==> src/rtl/pc_fetch_sequencer_if.sv <==
// Fetch-side bus bundle: instruction-memory request/ready channel and the
// valid/accept channel that hands fetched instructions to decode.
interface pc_fetch_sequencer_if;
  logic        imem_req;
  logic [31:0] imem_addr;
  logic        imem_ready;
  logic [31:0] imem_data;
  logic        instr_valid;
  logic        instr_accept;
  logic [31:0] instr_out;
  logic [31:0] instr_pc;

  modport master (
    output imem_req,
    output imem_addr,
    input  imem_ready,
    input  imem_data,
    output instr_valid,
    input  instr_accept,
    output instr_out,
    output instr_pc
  );

  modport slave (
    input  imem_req,
    input  imem_addr,
    output imem_ready,
    output imem_data,
    input  instr_valid,
    output instr_accept,
    input  instr_out,
    input  instr_pc
  );
endinterface

==> src/rtl/pc_fetch_sequencer.sv <==
// Architectural PC holder and single-outstanding instruction fetch sequencer,
// with redirect squash, halt gating and delivered-instruction counting.
module pc_fetch_sequencer #(
  parameter logic [31:0] ResetPc = 32'h0000_0000,
  parameter logic [31:0] PcStep  = 32'd4
) (
  input  logic                         clk,
  input  logic                         rst_n,
  input  logic                         redirect_valid,
  input  logic [31:0]                  redirect_target,
  input  logic                         halt,
  pc_fetch_sequencer_if.master         bus,
  output logic [31:0]                  cur_pc,
  output logic                         misalign_err,
  output logic [31:0]                  fetch_count
);

  typedef enum logic [1:0] {StIdle, StReq, StDeliver, StHalted} state_e;

  state_e      state_q, state_d;
  logic [31:0] cur_pc_q, cur_pc_d;
  logic        bubble_q, bubble_d;
  logic        instr_valid_q, instr_valid_d;
  logic [31:0] instr_out_q, instr_out_d;
  logic [31:0] instr_pc_q, instr_pc_d;
  logic        misalign_q, misalign_d;
  logic [31:0] fetch_count_q, fetch_count_d;

  logic        imem_req;
  logic        fetch_done;
  logic        deliver_done;

  // A redirect leaves one request-free cycle so memory sees the old request withdrawn.
  assign imem_req     = (state_q == StReq) && !bubble_q;
  assign fetch_done   = imem_req && bus.imem_ready;
  assign deliver_done = (state_q == StDeliver) && bus.instr_accept;

  always_comb begin
    state_d       = state_q;
    cur_pc_d      = cur_pc_q;
    bubble_d      = 1'b0;
    instr_valid_d = instr_valid_q;
    instr_out_d   = instr_out_q;
    instr_pc_d    = instr_pc_q;
    misalign_d    = misalign_q;
    fetch_count_d = fetch_count_q;

    if (redirect_valid) begin
      cur_pc_d      = {redirect_target[31:2], 2'b00};
      instr_valid_d = 1'b0;
      if (redirect_target[1:0] != 2'b00) begin
        misalign_d = 1'b1;
      end
      if (state_q != StHalted) begin
        state_d  = StReq;
        bubble_d = 1'b1;
      end
    end else begin
      unique case (state_q)
        StIdle: begin
          state_d = halt ? StHalted : StReq;
        end
        StReq: begin
          if (fetch_done) begin
            instr_out_d   = bus.imem_data;
            instr_pc_d    = cur_pc_q;
            instr_valid_d = 1'b1;
            cur_pc_d      = cur_pc_q + PcStep;
            state_d       = StDeliver;
          end
        end
        StDeliver: begin
          if (deliver_done) begin
            instr_valid_d = 1'b0;
            fetch_count_d = fetch_count_q + 32'd1;
            state_d       = halt ? StHalted : StReq;
          end
        end
        StHalted: begin
          if (!halt) begin
            state_d = StReq;
          end
        end
      endcase
    end
  end

  always_ff @(posedge clk or negedge rst_n) begin
    if (!rst_n) begin
      state_q       <= StIdle;
      cur_pc_q      <= ResetPc;
      bubble_q      <= 1'b0;
      instr_valid_q <= 1'b0;
      instr_out_q   <= 32'h0;
      instr_pc_q    <= 32'h0;
      misalign_q    <= 1'b0;
      fetch_count_q <= 32'h0;
    end else begin
      state_q       <= state_d;
      cur_pc_q      <= cur_pc_d;
      bubble_q      <= bubble_d;
      instr_valid_q <= instr_valid_d;
      instr_out_q   <= instr_out_d;
      instr_pc_q    <= instr_pc_d;
      misalign_q    <= misalign_d;
      fetch_count_q <= fetch_count_d;
    end
  end

  assign bus.imem_req    = imem_req;
  assign bus.imem_addr   = cur_pc_q;
  assign bus.instr_valid = instr_valid_q;
  assign bus.instr_out   = instr_out_q;
  assign bus.instr_pc    = instr_pc_q;
  assign cur_pc          = cur_pc_q;
  assign misalign_err    = misalign_q;
  assign fetch_count     = fetch_count_q;

endmodule

==> src/flat_wrapper.sv <==
// flat-port wrapper written by rule: the top's interface ports become plain ports
module pc_fetch_sequencer_flat 
#(
  parameter logic [31:0] ResetPc = 32'h0000_0000,
  parameter logic [31:0] PcStep  = 32'd4
)
  (clk, rst_n, redirect_valid, redirect_target, halt, cur_pc, misalign_err, fetch_count, bus_imem_req, bus_imem_addr, bus_imem_ready, bus_imem_data, bus_instr_valid, bus_instr_accept, bus_instr_out, bus_instr_pc);
  pc_fetch_sequencer_if bus_i ();
  input  logic clk;
  input  logic rst_n;
  input  logic redirect_valid;
  input  logic [31:0] redirect_target;
  input  logic halt;
  output logic [31:0] cur_pc;
  output logic misalign_err;
  output logic [31:0] fetch_count;
  output wire logic [$bits(bus_i.imem_req)-1:0] bus_imem_req;
  output wire logic [$bits(bus_i.imem_addr)-1:0] bus_imem_addr;
  input wire logic [$bits(bus_i.imem_ready)-1:0] bus_imem_ready;
  input wire logic [$bits(bus_i.imem_data)-1:0] bus_imem_data;
  output wire logic [$bits(bus_i.instr_valid)-1:0] bus_instr_valid;
  input wire logic [$bits(bus_i.instr_accept)-1:0] bus_instr_accept;
  output wire logic [$bits(bus_i.instr_out)-1:0] bus_instr_out;
  output wire logic [$bits(bus_i.instr_pc)-1:0] bus_instr_pc;
  assign bus_imem_req = bus_i.imem_req;
  assign bus_imem_addr = bus_i.imem_addr;
  assign bus_i.imem_ready = bus_imem_ready;
  assign bus_i.imem_data = bus_imem_data;
  assign bus_instr_valid = bus_i.instr_valid;
  assign bus_i.instr_accept = bus_instr_accept;
  assign bus_instr_out = bus_i.instr_out;
  assign bus_instr_pc = bus_i.instr_pc;
  pc_fetch_sequencer #(.ResetPc(ResetPc), .PcStep(PcStep)) u_core (.clk(clk), .rst_n(rst_n), .redirect_valid(redirect_valid), .redirect_target(redirect_target), .halt(halt), .bus(bus_i), .cur_pc(cur_pc), .misalign_err(misalign_err), .fetch_count(fetch_count));
endmodule
==> config.mk <==
export PLATFORM = sky130hd
export DESIGN_NAME = pc_fetch_sequencer_flat
export DESIGN_NICKNAME = d
export VERILOG_FILES = /design/src/rtl/pc_fetch_sequencer_if.sv /design/src/rtl/pc_fetch_sequencer.sv /design/src/flat_wrapper.sv
export SDC_FILE = /design/constraint.sdc
export NUM_CORES = 1
export LEC_CHECK = 0
export CAP_MARGIN = 40
export CELL_PAD_IN_SITES_DETAIL_PLACEMENT = 1
export CELL_PAD_IN_SITES_GLOBAL_PLACEMENT = 1
export CORE_UTILIZATION = 36
export DETAILED_ROUTE_END_ITERATION = 10
export PLACE_DENSITY_LB_ADDON = 0.1
export SYNTH_ARGS = -nofsm -noshare
export SYNTH_HDL_FRONTEND = slang
export SYNTH_SLANG_ARGS = --single-unit
==> constraint.sdc <==
create_clock -name clk -period 4.94 [get_ports clk]
set_clock_uncertainty 0.15 [all_clocks]
set_input_delay 0.494 -clock clk [delete_from_list [all_inputs] [get_ports clk]]
set_output_delay 0.494 -clock clk [all_outputs]
set_load 0.01 [all_outputs]
==> run_results.csv <==
group,metric,value,unit
detailed_routing,vias_per_cell,5.115,
clocking,clk_latency,0.42,ns
power,total_power,4.087,mW
cells_and_area,final_util,54.67,%
clocking,h-tree-depth,4,
cells_and_area,final_cell_mix,"clkdlybuf4s50_1 (225), dfrtp_1 (129), mux2_2 (63)",
cells_and_area,nets,792,
global_route,overflow,0,
place,gp_congestion,0.7851,
worst_hold_path,min_path_type,"in2async",
sta,finalCritPeriodShare,56.52,%
global_route,antenna_found_initial,0,
floorplanning,floorplan.initialDensity,37.49,%
clocking,cts_resized,0,
cells_and_area,drive_gt1_share,15.42,%
power,peakVddDrop,0.2574,mV
synth,yosys_warnings,0,
detailed_routing,first_pass_iters,4,
cells_and_area,areaGrowthSynthToFinish,45.83,%
critical_path,critPathKind,"in2reg",
sta,worstMarginPinSlew,0.8002,ns
power,leakagePower,3.553,nW
sta,hold_viol_final,26,
global_route,grt_max_degree,86,
critical_path,worst-path-max-fanout,14,
place,dpl_worst_slack,1.719,ns
critical_path,cp_data_required_time,5.13,ns
run,maxCapViolCount,0,
clocking,clock-sinks,129,
power,power.density,463.9,nW/µm²
synth,syn-instance-count,524,
sta,relSlewSlack,46.66,%
detailed_routing,wire_per_inst,17.85,µm
synth,synth.distinct_cells,46,
sta,worst_slack,2.148,ns
clocking,postCtsSetupRepairBufs,0,
clocking,cts_made_buffers,17,
run_status,failed_checks,"negative hold slack",
sta,fin_crit,2.792,ns
clocking,root_buffer,"clkbuf_16",
cells_and_area,design_area,8811,µm²
synth,synth-edff-count,0,
global_route,grt_pass1_wl,28370,µm
global_route,grt_usage,20.71,%
place,hpwlAfterDp,12310,µm
clocking,cts_tree,"done",
synth,syn-cell-area,6042,µm²
detailed_routing,routed_wl,16940,µm
cells_and_area,antennaDiodeCount,0,
floorplanning,die_h,131.6,µm
sta,tns,0,ns
critical_path,worst_setup_path_start_kind,"input port",
synth,synth_flop_cell,"dfrtp_1",
critical_path,worst_ep_arrival_time,2.99,ns
floorplanning,die_area,17310,µm²
cells_and_area,layout_commonest_cell,"clkdlybuf4s50_1",
synth,synth-seq-area-share,53.43,%
sta,setup_viol,0,
floorplanning,rows,46,
detailed_routing,vias,4854,
clocking,clk_pin_slew,0.06,ns
place,post_dp_cell_area,8240,µm²
detailed_routing,drtIter0Drc,156,
sta,slew_violations,0,
place,io_buffers,226,
detailed_routing,ant_nets,0,
clocking,cts_max_path_buffers,2,
floorplanning,ios,233,
sta,rsz0062_at_grt,"no",
detailed_routing,drc,0,
run_status,status,"complete, but fails checks",
global_route,grt_pass1_vias,5229,
sta,clock.fmax,358.2,MHz
clocking,hold_buffers,0,
floorplanning,coreArea,16120,µm²
critical_path,critPathCaptureType,"register",
synth,syn_area_per_cell,11.53,µm²
synth,synth_seq_cells,129,
sta,timing.hold.ws,-0.02311,ns
synth,synthArstFlopShare,100.0,%
floorplanning,die_w,131.6,µm
registers in the layout, summed over array words and instances (netlist names):
register                flops
u_core.bus.imem_addr       30
u_core.fetch_count         32
u_core.misalign_err         1
u_core.bubble_q             1
u_core.state_q              2
u_core.bus.instr_out       32
u_core.bus.instr_pc        30
u_core.bus.instr_valid      1
cells by family after synthesis:
kind of cell / share of synthesized area (%)
simple gates: 15.37
compound gates: 5.861
fa+ha+maj: 0.4141
mux: 11.91
xor+xnor: 5.798
flops: 53.43
other cells: 0.06207
buf+inv: 7.165
worst max-delay path: stages:
cell and delay [ns]:
clkdlybuf4s50_1 0.67, nand4bb_1 0.59, or4_1 0.74, nor4_1 0.30
xor2_1 0.18
stage by stage:
step | hold slack (ns) | instances
floorplan | 0.04841 | 529
global placement | 0.3020 | 917
detailed placement | 0.3052 | 917
CTS | 0.01983 | 949
global route | 0.05277 | 949
finish | -0.02311 | 949
routing by layer:
metal / wire [µm] / GRT usage (%) / vias up / part of all wire, %
met1: 7070 / 25.20 / 2434 / 42
met5: 0 / 0 / - / 0
li1: - / - / 2232 / -
met4: 262 / 7.235 / 0 / 1.5
met2: 8286 / 34.22 / 166 / 49
met3: 1317 / 6.752 / 22 / 7.8
where the power goes:
part	internal (mW)	switching (mW)	total, mW	leakage, nW
logic	0.831	0.490	1.32	1.71
clock network	0.711	0.495	1.21	0.270
registers	1.35	0.208	1.56	1.57
total	2.89	1.19	4.09	3.55
cell type report:
| class | instances | area, µm² |
|---|---|---|
| sequential | 129 | 3228 |
| clock inverter | 14 | 131.4 |
| fill | 1710 | 7305 |
| timing repair buffer | 231 | 2301 |
| tap | 216 | 270.3 |
| clock buffer | 18 | 439.2 |
| multi-input combinational | 332 | 2407 |
| inverter | 9 | 33.78 |
cell usage after synthesis (9+ instances only):
library cell  count  share of area (%)
or4_1            16                2.0
xnor2_1          25                3.6
o31ai_1          12                1.5
dfrtp_1         129                 53
inv_1             9               0.56
nand4_1          17                1.8
xor2_1           15                2.2
clkbuf_1         11               0.68
nand2_1          32                2.0
buf_4            36                4.5
a31oi_1          16                1.7
nand3_1          24                2.0
o21ai_0          15                1.2
mux2_2           63                 12
and4_1            9                1.3
nor2_1           24                1.5
worst paths after layout:
| check | startpoint | end | slack, ns | depth (start not counted) |
|---|---|---|---|---|
| min reg2reg | u_core.misalign_err$_DFFE_PN0P_ | u_core.misalign_err$_DFFE_PN0P_ | 0.32 | 1 |
| max in group asynchronous | rst_n | u_core.bus.instr_valid$_DFFE_PN0P_ | 3.52 | 2 |
| min in group clk | u_core.misalign_err$_DFFE_PN0P_ | u_core.misalign_err$_DFFE_PN0P_ | 0.32 | 1 |
| max | redirect_valid | u_core.fetch_count[31]$_DFFE_PN0P_ | 2.15 | 5 |
| min | rst_n | u_core.bus.instr_pc[18]$_DFFE_PN0P_ | -0.02 | 1 |
| max reg2reg | u_core.state_q[1]$_DFFE_PN0P_ | u_core.bus.imem_addr[22]$_DFFE_PN0P_ | 2.36 | 4 |
(Power assumes the default switching activity.)
